**config.mk**
```make
export PLATFORM = sky130hd
export DESIGN_NAME = dram_arbiter
export DESIGN_NICKNAME = d
export VERILOG_FILES = /design/src/rtl/dram_arbiter.sv
export SDC_FILE = /design/constraint.sdc
export NUM_CORES = 1
export LEC_CHECK = 0
export CAP_MARGIN = 20
export CORE_ASPECT_RATIO = 0.9
export CORE_MARGIN = 5
export CORE_UTILIZATION = 37
export DETAILED_ROUTE_END_ITERATION = 16
export GPL_TIMING_DRIVEN = 0
export MAX_ROUTING_LAYER = met4
export PLACE_DENSITY = 0.78
export SLEW_MARGIN = 10
export SYNTH_ARGS = -nofsm -noshare
export SYNTH_HDL_FRONTEND = slang
export SYNTH_SLANG_ARGS = --single-unit
```
**constraint.sdc**
```tcl
create_clock -name clk -period 2.3 [get_ports clk]
set_input_delay 0.46 -clock clk [delete_from_list [all_inputs] [get_ports clk]]
set_output_delay 0.46 -clock clk [all_outputs]
set_load 0.01 [all_outputs]
```
**src/rtl/dram_arbiter.sv**
```systemverilog
`default_nettype none
// ==========================================================================
// dram_arbiter : two-master single-port data RAM arbiter with alignment check
// Revision     : 1.0
// ==========================================================================
module dram_arbiter #(
    parameter int ADDR_W     = 32,
    parameter int DATA_W     = 32,
    parameter int STARVE_MAX = 4,
    parameter int FIXED_PRIO = 0
) (
    input  logic              clk,
    input  logic              rst,
    input  logic              m0_req_i,
    input  logic              m0_we_i,
    input  logic [ADDR_W-1:0] m0_addr_i,
    input  logic [2:0]        m0_sel_i,
    input  logic [DATA_W-1:0] m0_wdata_i,
    input  logic              m0_lock_i,
    output logic              m0_gnt_o,
    output logic              m0_rvalid_o,
    output logic [DATA_W-1:0] m0_rdata_o,
    output logic              m0_err_o,
    input  logic              m1_req_i,
    input  logic              m1_we_i,
    input  logic [ADDR_W-1:0] m1_addr_i,
    input  logic [2:0]        m1_sel_i,
    input  logic [DATA_W-1:0] m1_wdata_i,
    input  logic              m1_lock_i,
    output logic              m1_gnt_o,
    output logic              m1_rvalid_o,
    output logic [DATA_W-1:0] m1_rdata_o,
    output logic              m1_err_o,
    output logic              ram_ce_o,
    output logic              ram_we_o,
    output logic [ADDR_W-1:0] ram_addr_o,
    output logic [2:0]        ram_sel_o,
    output logic [DATA_W-1:0] ram_wdata_o,
    input  logic [DATA_W-1:0] ram_rdata_i
);

    localparam int               CNT_W      = $clog2(STARVE_MAX + 1);
    localparam logic [CNT_W-1:0] STARVE_LIM = CNT_W'(STARVE_MAX);

    logic              rr_last;
    logic              lock_vld;
    logic              lock_id;
    logic [CNT_W-1:0]  starve0;
    logic [CNT_W-1:0]  starve1;
    logic [CNT_W-1:0]  starve0_nxt;
    logic [CNT_W-1:0]  starve1_nxt;

    logic              grant;
    logic              win;
    logic              tie_win;
    logic              starving0;
    logic              starving1;
    logic              lock_hit;

    logic              sel_we;
    logic              sel_lock;
    logic              misaligned;
    logic [ADDR_W-1:0] sel_addr;
    logic [2:0]        sel_sel;
    logic [DATA_W-1:0] sel_wdata;
    logic [ADDR_W-1:0] hold_addr;
    logic [2:0]        hold_sel;
    logic [DATA_W-1:0] hold_wdata;

    assign starving0 = m0_req_i && (starve0 == STARVE_LIM);
    assign starving1 = m1_req_i && (starve1 == STARVE_LIM);
    assign lock_hit  = lock_vld && (lock_id ? m1_req_i : m0_req_i);
    assign tie_win   = (FIXED_PRIO != 0) ? 1'b0 : ~rr_last;

    // Starvation outranks an existing lock so a locking master cannot hog the RAM.
    always_comb begin
        grant = rst && (m0_req_i || m1_req_i);
        win   = 1'b0;
        if (starving0 && starving1)
            win = tie_win;
        else if (starving0)
            win = 1'b0;
        else if (starving1)
            win = 1'b1;
        else if (lock_hit)
            win = lock_id;
        else if (m0_req_i && m1_req_i)
            win = tie_win;
        else
            win = m1_req_i;
    end

    assign sel_we    = win ? m1_we_i    : m0_we_i;
    assign sel_lock  = win ? m1_lock_i  : m0_lock_i;
    assign sel_addr  = win ? m1_addr_i  : m0_addr_i;
    assign sel_sel   = win ? m1_sel_i   : m0_sel_i;
    assign sel_wdata = win ? m1_wdata_i : m0_wdata_i;

    assign misaligned = (sel_sel == 3'b001) ? sel_addr[0]
                      : (sel_sel != 3'b000) && (sel_addr[1:0] != 2'b00);

    assign m0_gnt_o    = grant && !win;
    assign m1_gnt_o    = grant && win;
    assign ram_ce_o    = grant && !misaligned && !sel_we;
    assign ram_we_o    = grant && !misaligned && sel_we;
    assign ram_addr_o  = grant ? sel_addr  : hold_addr;
    assign ram_sel_o   = grant ? sel_sel   : hold_sel;
    assign ram_wdata_o = grant ? sel_wdata : hold_wdata;

    assign starve0_nxt = (!m0_req_i || m0_gnt_o) ? '0
                       : (starve0 == STARVE_LIM) ? starve0 : starve0 + 1'b1;
    assign starve1_nxt = (!m1_req_i || m1_gnt_o) ? '0
                       : (starve1 == STARVE_LIM) ? starve1 : starve1 + 1'b1;

    always_ff @(posedge clk or negedge rst) begin
        if (!rst) begin
            rr_last     <= 1'b1;
            lock_vld    <= 1'b0;
            lock_id     <= 1'b0;
            starve0     <= '0;
            starve1     <= '0;
            hold_addr   <= '0;
            hold_sel    <= '0;
            hold_wdata  <= '0;
            m0_rvalid_o <= 1'b0;
            m1_rvalid_o <= 1'b0;
            m0_err_o    <= 1'b0;
            m1_err_o    <= 1'b0;
            m0_rdata_o  <= '0;
            m1_rdata_o  <= '0;
        end else begin
            starve0     <= starve0_nxt;
            starve1     <= starve1_nxt;
            m0_rvalid_o <= m0_gnt_o;
            m1_rvalid_o <= m1_gnt_o;
            m0_err_o    <= m0_gnt_o && misaligned;
            m1_err_o    <= m1_gnt_o && misaligned;
            if (grant) begin
                rr_last    <= win;
                lock_vld   <= sel_lock;
                lock_id    <= win;
                hold_addr  <= sel_addr;
                hold_sel   <= sel_sel;
                hold_wdata <= sel_wdata;
            end
            // A misaligned access never touched the RAM, so its response carries zero.
            if (m0_gnt_o)
                m0_rdata_o <= misaligned ? '0 : ram_rdata_i;
            if (m1_gnt_o)
                m1_rdata_o <= misaligned ? '0 : ram_rdata_i;
        end
    end

endmodule
`default_nettype wire

```
# After elaboration in Yosys (flattened, before gate mapping)
# Index checks and enable logic that the tools add are counted.
[totals]
word_cells = 66
ff_bits = 144
out_inout_bits = 139
inputBits = 174
[op_classes]
n_mux = 20
add_sub_neg = 2
reduce_logical = 24
n_bitwise = 1
n_eq_ne = 5
[op_table]
columns = ["operator", "count"]
rows = [
  ["32-bit 2-to-1 mux", 5],
  ["3-bit 2-to-1 mux", 6],
  ["1-bit logical AND", 14],
  ["1-bit 2-to-1 mux", 9],
  ["3-bit by 1-bit adder with 3-bit output (second input constant)", 2],
  ["3-bit == test (second input constant)", 2],
  ["1-bit logical NOT", 5],
  ["2-bit by 1-bit inequality test with 1-bit output (second input constant)", 2],
  ["3-bit by 1-bit == test with 1-bit output (second input constant)", 1],
  ["1-bit logical OR", 3],
  ["3-bit nonzero test", 1],
  ["2-bit nonzero test", 1],
  ["1-bit inverter", 1],
]

# Depth between registers and ports, before layout
# Gate-level depths: netlist (run 1).
[logic_depth]
word_depth = 13
ltp_mapped = 11
mapped_depth_nobuf = 7

# Least setup slack after synthesis (run 1)
# OpenSTA, ideal clock, no wires.
[synth_timing]
path_kind = "register to output"
start = "reg starve0[0]"
end = "out ram_addr_o[14]"
t_required_ps = 1840
setup_slack_ps = -95
stages_incl_launch_ff = 12
arrival_time_ps = 1935
n_path_buf = 4
cell_sequence = "dfrtp_1 inv_1 ha_1 and2_1 buf_6 o211ai_1 a21o_1 buf_4 inv_2 buf_6 buf_6 a221o_1"
[synth_via]
elab_chain_cells = 6
word_cells_on_any_way = 7
cone_classes = "1 x eq/ne; 4 x mux; 2 x reduce/logical"
[synth_lines]
columns = ["element", "line_no", "rtl"]
rows = [
  ["start: declaration", "48", "logic [CNT_W-1:0] starve0;"],
  ["start signal: assignment", "132", "starve0 <= starve0_nxt;"],
  ["3-bit == test *", "70", "assign starving0 = m0_req_i && (starve0 == STARVE_LIM);"],
  ["1-bit logical AND *", "70", ""],
  ["1-bit 2-to-1 mux / 1-bit logical AND (equally long branches)", "81, 79", ""],
  ["1-bit 2-to-1 mux *", "79", "if (starving0 && starving1)"],
  ["32-bit 2-to-1 mux *", "95", "assign sel_addr = win ? m1_addr_i : m0_addr_i;"],
  ["32-bit 2-to-1 mux *", "-", ""],
  ["end: declaration", "36", "output logic [ADDR_W-1:0] ram_addr_o,"],
]
# Every way passes the cells marked *; elsewhere a longest branch is shown, timed or not.

# Worst setup path after layout (run 1)
[layout_timing]
start = "reg starve0[1]"
end = "out ram_wdata_o[6]"
[layout_via]
elab_chain_cells = 6
word_cells_on_any_way = 7
cone_classes = "1 x eq/ne; 4 x mux; 2 x reduce/logical"
[layout_lines]
columns = ["element", "line_no", "rtl"]
rows = [
  ["3-bit == test *", "70", ""],
  ["1-bit logical AND *", "70", ""],
  ["1-bit 2-to-1 mux / 1-bit logical AND (equally long branches)", "81, 79", ""],
  ["1-bit 2-to-1 mux *", "79", ""],
  ["32-bit 2-to-1 mux *", "97", "assign sel_wdata = win ? m1_wdata_i : m0_wdata_i;"],
  ["32-bit 2-to-1 mux *", "-", ""],
  ["end: declaration", "38", "output logic [DATA_W-1:0] ram_wdata_o,"],
]
# Marked as above.

==> results of run 1 <==
-- worst paths after layout --
check / endpoint / slack [ns]
max in group asynchronous: rr_last / 1.65
hold / removal: m1_rdata_o[22] / 0.009
setup / recovery: ram_wdata_o[6] / -0.70
min in group clk: rr_last / 0.47
setup reg to reg: hold_sel[2] / -0.64
hold reg to reg: rr_last / 0.47
-- synth_stat cells (3+ instances only) --
| library cell | n |
|---|---|
| a21oi_1 | 3 |
| a221o_1 | 63 |
| a22o_1 | 32 |
| and2_1 | 65 |
| and3_1 | 3 |
| buf_2 | 10 |
| buf_6 | 12 |
| clkbuf_1 | 17 |
| dfrtp_1 | 143 |
| ha_1 | 4 |
| inv_1 | 36 |
| mux2i_1 | 33 |
| nand2_1 | 50 |
| nand3b_1 | 3 |
| nand4_1 | 6 |
| o211ai_1 | 6 |
-- registers in the layout, indices dropped and copies added (netlist names) --
signal / count
m1_err_o: 1
m1_rdata_o: 32
starve1: 3
hold_addr: 32
m0_rdata_o: 32
lock_id: 1
lock_vld: 1
m1_rvalid_o: 1
rr_last: 1
hold_wdata: 32
m0_err_o: 1
m0_rvalid_o: 1
starve0: 3
hold_sel: 3
-- metrics by stage --
step                setup TNS [ns]  cell area (um^2)  hold WS, ns  std cells
finish                      -43.75             10800      0.00867       1144
global route                -52.05             10800      0.00401       1144
CTS                         -42.31             10700      0.00439       1128
detailed placement         -141.25              9670        0.384       1037
global placement          -1930.12              9630        0.455       1036
floorplan                   -0.490              6260        0.164        514
-- area by class of cell --
cell class / instances / area, um^2 / share of cell area, %
buffer: 38 / 358 / 3.30
multi-input combinational: 292 / 2290 / 21.1
sequential: 144 / 3600 / 33.2
timing repair buffer: 389 / 3540 / 32.6
clock inverter: 11 / 176 / 1.63
clock buffer: 21 / 460 / 4.24
inverter: 38 / 155 / 1.43
tap: 211 / 264 / 2.43
-- what timing repair did --
action / in CTS / in global routing
endpoints found under the hold margin: 45 / 0
pin swaps: 62 / 15
resized for setup: 338 / 15
endpoints found under the setup margin: 105 / 120
gates cloned: 7 / 0
hold buffers: 2 / 0
setup buffers: 52 / 17
-- layout by cell type (no fill, tap or decap), drive strengths merged --
cell / instances
clkdlybuf4s15: 1
o211ai: 6
dlygate4sd3: 1
a21oi: 3
a211oi: 2
nand2: 50
clkdlybuf4s50: 238
inv: 40
a221o: 63
and2: 65
bufinv: 4
buf: 169
a211o: 2
o31ai: 1
o21ai: 3
mux2i: 33
nor2: 1
a22oi: 1
nand3b: 3
nand4b: 1
o32ai: 1
nor3b: 1
xnor2: 2
o21a: 2
dfrtp: 143
clkinvlp: 1
dfstp: 1
clkinv: 4
dlymetal6s2s: 1
and3: 3
o2111a: 2
o2111ai: 1
ha: 4
nand4: 6
clkbuf: 38
a22o: 32
a21o: 2
nand3: 2
-- where the power goes --
group	total, mW	switching [mW]	internal (mW)
Clock	2.96	1.08	1.88
Combinational	2.75	1.18	1.57
Sequential	3.17	0.189	2.98
-- cell families after synthesis --
family | after synthesis | share of synthesized area (%)
simple gates | 132 | 11.3
flops | 144 | 57.7
buf+inv | 78 | 6.39
mux | 33 | 5.29
compound gates | 121 | 18.2
xor+xnor | 2 | 0.281
fa+ha+maj | 4 | 0.802
-- per-layer routing --
metal | global-route usage [%] | vias to the layer above
met3 | 8.10 | 32
met2 | 37.4 | 269
met1 | 28.8 | 2842
met4 | 7.25 | 0
met5 | - | -
li1 | - | 2671
==> summary.txt, run 1 <==
Yosys
  • FF+latch count, synth: 144
  • Post-Synthesis Cells: 514
  • Synth async-reset ratio: 100%
  • Yosys cell types: 37
  • Synth top area share: 57.3%
  • Seq/Total Area, Yosys: 57.7%
  • Ys flop type: dfrtp_1
  • Mean post-synth cell area: 12.1 um^2
  • Syn nets: 692
  • Ys Warns: 0
  • Area contributors post-synth: dfrtp_1 (57%), a221o_1 (10%), and2_1 (6.5%)
  • Mapped Area: 0.00624 mm^2
  • Post-synth EDFFs: 0
  • Area leader, netlist: dfrtp_1

Detailed routing
  • Wirelength per Cell: 20.1 um
  • 1st-iter DRT viols: 290
  • DRT Wirelength: 23,000 um
  • Top Layer Used: met4
  • Met3 WL: 1990 um
  • Antenna Violating Nets Remaining: 0
  • DRC violations left: 0
  • DRT Pass-1 Iters: 4
  • WL met2: 11,000 um
  • DR vias/cell: 5.08
  • Vias: 5,814
  • Met1 WL: 9520 um

STA
  • RSZ-0062 raised after global routing: yes
  • Peak Freq: 333 MHz
  • Min cycle time layout: 3.00 ns
  • Layout Skew: 0.00996 ns
  • Final period utilization: 131%
  • Max Slew Vio Count: 0
  • Setup Viol. Count Final: 74
  • Worst Tran Pin Value: 0.747 ns
  • Worst setup margin: -0.703 ns
  • Worst rel slew slack: 50.2%
  • Final hold vios: 0

Critical path
  • CP Max Fanout: 10
  • Delay-heaviest family, CP: compound AO/OA/AOI/OAI gates
  • Crit path largest cell delay: 0.36 ns
  • Cell Chain, Critical Path: inv_1, ha_2, a211o_1, o211ai_1, a21o_1, buf_6, inv_8, buf_12, buf_8, a221o_1, buf_2
  • Worst reg2reg path depth: 19
  • Sum of buffers and inverters on the critical path: 6
  • Worst path depth: 11
  • Slowest cell on the critical path: a221o_1
  • Setup crit end kind: output pin
  • Worst setup SP type: flop
  • Crit path from: starve0[1]
  • Critical path data arrival time: 2.54 ns
  • Crit path kind: flop to output pin
  • WP data required: 1.84 ns
  • Reg2reg start: starve0[1]

Floorplan
  • Die Y-Extent: 133 um
  • Starting Density: 37.3%
  • IO Count: 313
  • Core ar.: 0.0167 mm^2
  • Die X: 147 um
  • Die area: 0.0196 mm^2
  • Number of cell rows: 45

Power and ir drop
  • Design Power: 8.88 mW
  • Power Density: 819 mW/mm^2
  • Peak VDD IR: 0.000660 V
  • Pleak: 4.95 nW

Clock tree
  • Root buf cell: clkbuf_16
  • H-Tree Depth: 4
  • Total clock sinks: 144
  • Clk Latency, worst-skew pair: 0.42 ns
  • CTS tree: built
  • Clock Tree Buf Depth: 2
  • Cts bufs inserted: 17
  • Clk slew on worst S/H paths: 0.06 ns

Placement
  • RD Place Congestion: 0.827
  • Port Buffer Count: 311
  • Dpl hpwl: 15,600 um
  • DP Worst Slack: -1.52 ns

Run status
  • Failing checks: setup timing
  • Status: finished with violations

Finish
  • Ant diodes: 0
  • Total Nets Final: 1,098
  • Area Growth Syn to Fin: 73.8%
  • Fill cells: 1,299
  • Core Util, Final: 64.9%
  • Share of cells above drive strength 1: 23.9%

Global route
  • Grt ovf: 0
  • Initial antenna violation count: 0
  • Vias in the first global route: 6,189
  • Largest net degree at the start of global routing: 99
  • First-pass GRT wire length: 34,900 um
  • GR Util All Layers: 23.6%

Hold path
  • Worst min path class: primary input to asynchronous set/reset pin

Job
  • Maxcap violations: 0
(Power assumes the default switching activity.)
==> run 2, diff against run 1 <==
--- a/config.mk
+++ b/config.mk
@@ -5,6 +5,7 @@
 export SDC_FILE = /design/constraint.sdc
 export NUM_CORES = 1
 export LEC_CHECK = 0
+export ABC_AREA = 1
 export CAP_MARGIN = 20
 export CORE_ASPECT_RATIO = 0.9
 export CORE_MARGIN = 5
@@ -12,7 +13,7 @@
 export DETAILED_ROUTE_END_ITERATION = 16
 export GPL_TIMING_DRIVEN = 0
 export MAX_ROUTING_LAYER = met4
-export PLACE_DENSITY = 0.78
+export PLACE_DENSITY_LB_ADDON = 0.2
 export SLEW_MARGIN = 10
 export SYNTH_ARGS = -nofsm -noshare
 export SYNTH_HDL_FRONTEND = slang
==> summary.txt, run 2 <==
Floorplan
  • IO Count: 313 (unchanged)
  • Die Y-Extent: 134 um (+0.64%)
  • Number of cell rows: 45 (unchanged)
  • Die X: 148 um (+0.64%)
  • Core ar.: 0.0168 mm^2 (+0.67%)
  • Die area: 0.0198 mm^2 (+1.3%)
  • Starting Density: 37.6% (+0.26 points)

Clock tree
  • Clock Tree Buf Depth: 2 (unchanged)
  • Root buf cell: clkbuf_16
  • Cts bufs inserted: 17 (unchanged)
  • H-Tree Depth: 4 (unchanged)
  • Clk slew on worst S/H paths: 0.06 ns (about the same)
  • Clk Latency, worst-skew pair: 0.43 ns (about the same)
  • Total clock sinks: 144 (unchanged)
  • CTS tree: built

Detailed routing
  • DRC violations left: 0 (unchanged)
  • DR vias/cell: 4.92 (-3.2%)
  • DRT Wirelength: 27,800 um (+21%)
  • Vias: 6,805 (+17%)
  • Antenna Violating Nets Remaining: 0 (unchanged)
  • DRT Pass-1 Iters: 4 (unchanged)
  • Wirelength per Cell: 20.1 um (+0.16%)
  • 1st-iter DRT viols: 338 (+17%)

Yosys
  • Mux cell area share after synthesis: 0% (-5.3 points)
  • Post-Synthesis Cells: 717 (+39%)
  • Largest family of logic cells by synthesized area: simple AND/OR/NAND/NOR gates
  • Mapped Area: 0.00633 mm^2 (+1.4%)
  • Mean post-synth cell area: 8.83 um^2 (-27%)
  • XOR/XNOR share of the synthesized area: 0.553% (+0.27 points)
  • Syn nets: 895 (+29%)
  • Post-Synth Adder-Cell Area: 0.791% (-0.011 points)
  • FF+latch count, synth: 144 (unchanged)
  • Ys Warns: 0 (unchanged)
  • Area leader, netlist: dfrtp_1
  • Synth async-reset ratio: 100% (unchanged)
  • Post-synth EDFFs: 0 (unchanged)
  • Yosys cell types: 27 (-27%)
  • Synth Area in Simple Gates: 35.2% (+24 points)
  • Most common cell in the synthesized netlist: nand2_1
  • Post-synth top cells: nand2_1 (338), dfrtp_1 (143), nand3_1 (102)
  • Area contributors post-synth: dfrtp_1 (57%), nand2_1 (20%), nand3_1 (8.1%)
  • Ys flop type: dfrtp_1
  • Synth Area in Compound Gates: 1.46% (-17 points)
  • Seq/Total Area, Yosys: 56.9% (-0.79 points)
  • Synth top area share: 56.5% (-0.78 points)

STA
  • Setup TNS: -29.56 ns (+14.19 ns)
  • Worst Tran Pin Value: 0.912 ns (+0.164 ns)
  • Setup Viol. Count Final: 76 (+2.7%)
  • Max Slew Vio Count: 0 (unchanged)
  • Worst rel slew slack: 39.0% (-11 points)
  • Final hold vios: 0 (unchanged)
  • RSZ-0062 raised after global routing: yes
  • Worst setup margin: -0.492 ns (+0.210 ns)
  • Final period utilization: 121% (-9.1 points)
  • Peak Freq: 358 MHz (+7.5%)
  • Layout Skew: 0.0162 ns (+0.00621 ns)
  • Min cycle time layout: 2.79 ns (-0.210 ns)

Global route
  • Largest net degree at the start of global routing: 44 (-56%)
  • GR Util All Layers: 26.5% (+2.9 points)
  • Vias in the first global route: 7,044 (+14%)
  • Grt ovf: 0 (unchanged)
  • First-pass GRT wire length: 39,300 um (+13%)
  • Initial antenna violation count: 1 (+1)

Power and ir drop
  • Power Density: 795 mW/mm^2 (-2.9%)
  • Pleak: 6.22 nW (+26%)
  • Peak VDD IR: 0.000487 V (-26%)

Critical path
  • Setup crit end kind: output pin
  • Worst setup SP type: flop
  • CP Max Fanout: 10 (unchanged)
  • Crit path kind: flop to output pin
  • Critical path data arrival time: 2.33 ns (-0.21 ns)
  • WP data required: 1.84 ns (about the same)

Finish
  • Fill cells: 1,113 (-14%)
  • Commonest cells after routing, fill and taps aside: nand2_1 (269), clkdlybuf4s50_1 (239), dfrtp_1 (143)
  • Final instance area: 0.0127 mm^2 (+17%)
  • Area Growth Syn to Fin: 100%
  • Multi-input gate area in the final layout: 0.00329 mm^2 (+44%)
  • Total Nets Final: 1,338 (+22%)
  • FF+latch area: 0.00360 mm^2 (unchanged)
  • Most common cell after layout, fill and taps aside: nand2_1
  • Share of cells above drive strength 1: 37.1% (+13 points)

Job
  • Maxcap violations: 0 (unchanged)

Placement
  • Dpl hpwl: 16,800 um (+7.4%)
  • Port Buffer Count: 311 (unchanged)
  • DP Area: 0.00974 mm^2 (+0.75%)
  • RD Place Congestion: 0.835 (+0.98%)

Run status
  • Status: finished with violations
  • Failing checks: setup timing

Hold path
  • Worst min path class: primary input to asynchronous set/reset pin
==> run 2: cell count changes after synthesis, moves of 6 or more <==
| cell | change |
|---|---|
| a221o_1 | -63 |
| a22o_1 | -32 |
| and2_1 | -65 |
| buf_2 | +11 |
| buf_6 | -12 |
| inv_1 | -24 |
| mux2i_1 | -33 |
| nand2_1 | +288 |
| nand2_2 | +6 |
| nand3_1 | +101 |
| nand3_2 | +29 |
| nand4_1 | -6 |
| nor2_1 | +8 |
==> run 2: power by group <==
group / internal (mW) / switching (mW) / total (mW) / leakage [nW]
Combinational: 2.11 / 1.80 / 3.90 / 4.10
Clock: 1.81 / 1.11 / 2.91 / 0.292
Sequential: 3.03 / 0.228 / 3.26 / 1.83
Total: 6.94 / 3.13 / 10.1 / 6.22
==> run 2: worst paths after layout <==
path / from / to / slack, ns / cells after the start
min in group clk: m0_rdata_o[9] / m0_rdata_o[9] / 0.48 / 2
hold reg to reg: m0_rdata_o[9] / m0_rdata_o[9] / 0.48 / 2
setup reg to reg: starve1[1] / hold_wdata[2] / -0.36 / 22
setup / recovery: starve1[1] / ram_wdata_o[7] / -0.49 / 15
hold / removal: rst / hold_wdata[30] / 0.09 / 3
max in group asynchronous: rst / hold_addr[31] / 0.85 / 3
==> run 2: per-stage QoR <==
stage               hold WS (ns)  total power [mW]  worst slack (ns)  std cells  utilization (%)
floorplan                  0.164              4.41            0.0655        717                -
global placement           0.461              6.08             -6.59       1239             57.7
detailed placement         0.428              6.11             -1.43       1240             57.9
CTS                       0.0749              9.70            -0.484       1351             71.0
global route              0.0835              10.5            -0.621       1383             75.3
finish                    0.0882              10.1            -0.492       1383             75.3
==> run 2: repair_timing <==
action                                  in CTS  in global routing
gates resized for setup                    559                108
hold endpoints to repair                    59                  0
pin swaps                                   26                 26
gates cloned                                 8                  2
hold buffers                                 5                  0
endpoints found under the setup margin     121                121
buffers inserted                            74                 33
==> run 2: area by class of cell <==
type,instances,area share [%]
plain buffers,39,3.27
diodes,1,0.0198
inverters,16,0.691
well taps,211,2.08
clock buffers,17,3.36
repair buffers,426,34.7
clock inverters,13,1.48
flip-flops and latches,144,28.5
multi-input cells,516,26.0
==> run 2: cell families after synthesis <==
group / count (synthesis)
compound gates: 15
xor+xnor: 4
fa+ha+maj: 4
simple gates: 492
buf+inv: 58
flops: 144
==> run 2: routing by layer <==
layer	global-route usage [%]	share of wire [%]
met5	-	0
met4	10.5	3.9
met3	7.64	7.2
met2	44.1	51
met1	30.5	38
==> run 2: worst max-delay path: stages, from the launching register on <==
cell and delay [ns]:
dfrtp_1 0.37, inv_2 0.05, ha_4 0.16, nand2_4 0.08, nand2_2 0.05, a21oi_2 0.15, nand2_4 0.13, nand2_8 0.13
inv_8 0.05, nand2_8 0.07, inv_8 0.05, buf_12 0.14, buf_12 0.15, nand2_2 0.08, nand3_2 0.11, buf_6 0.14
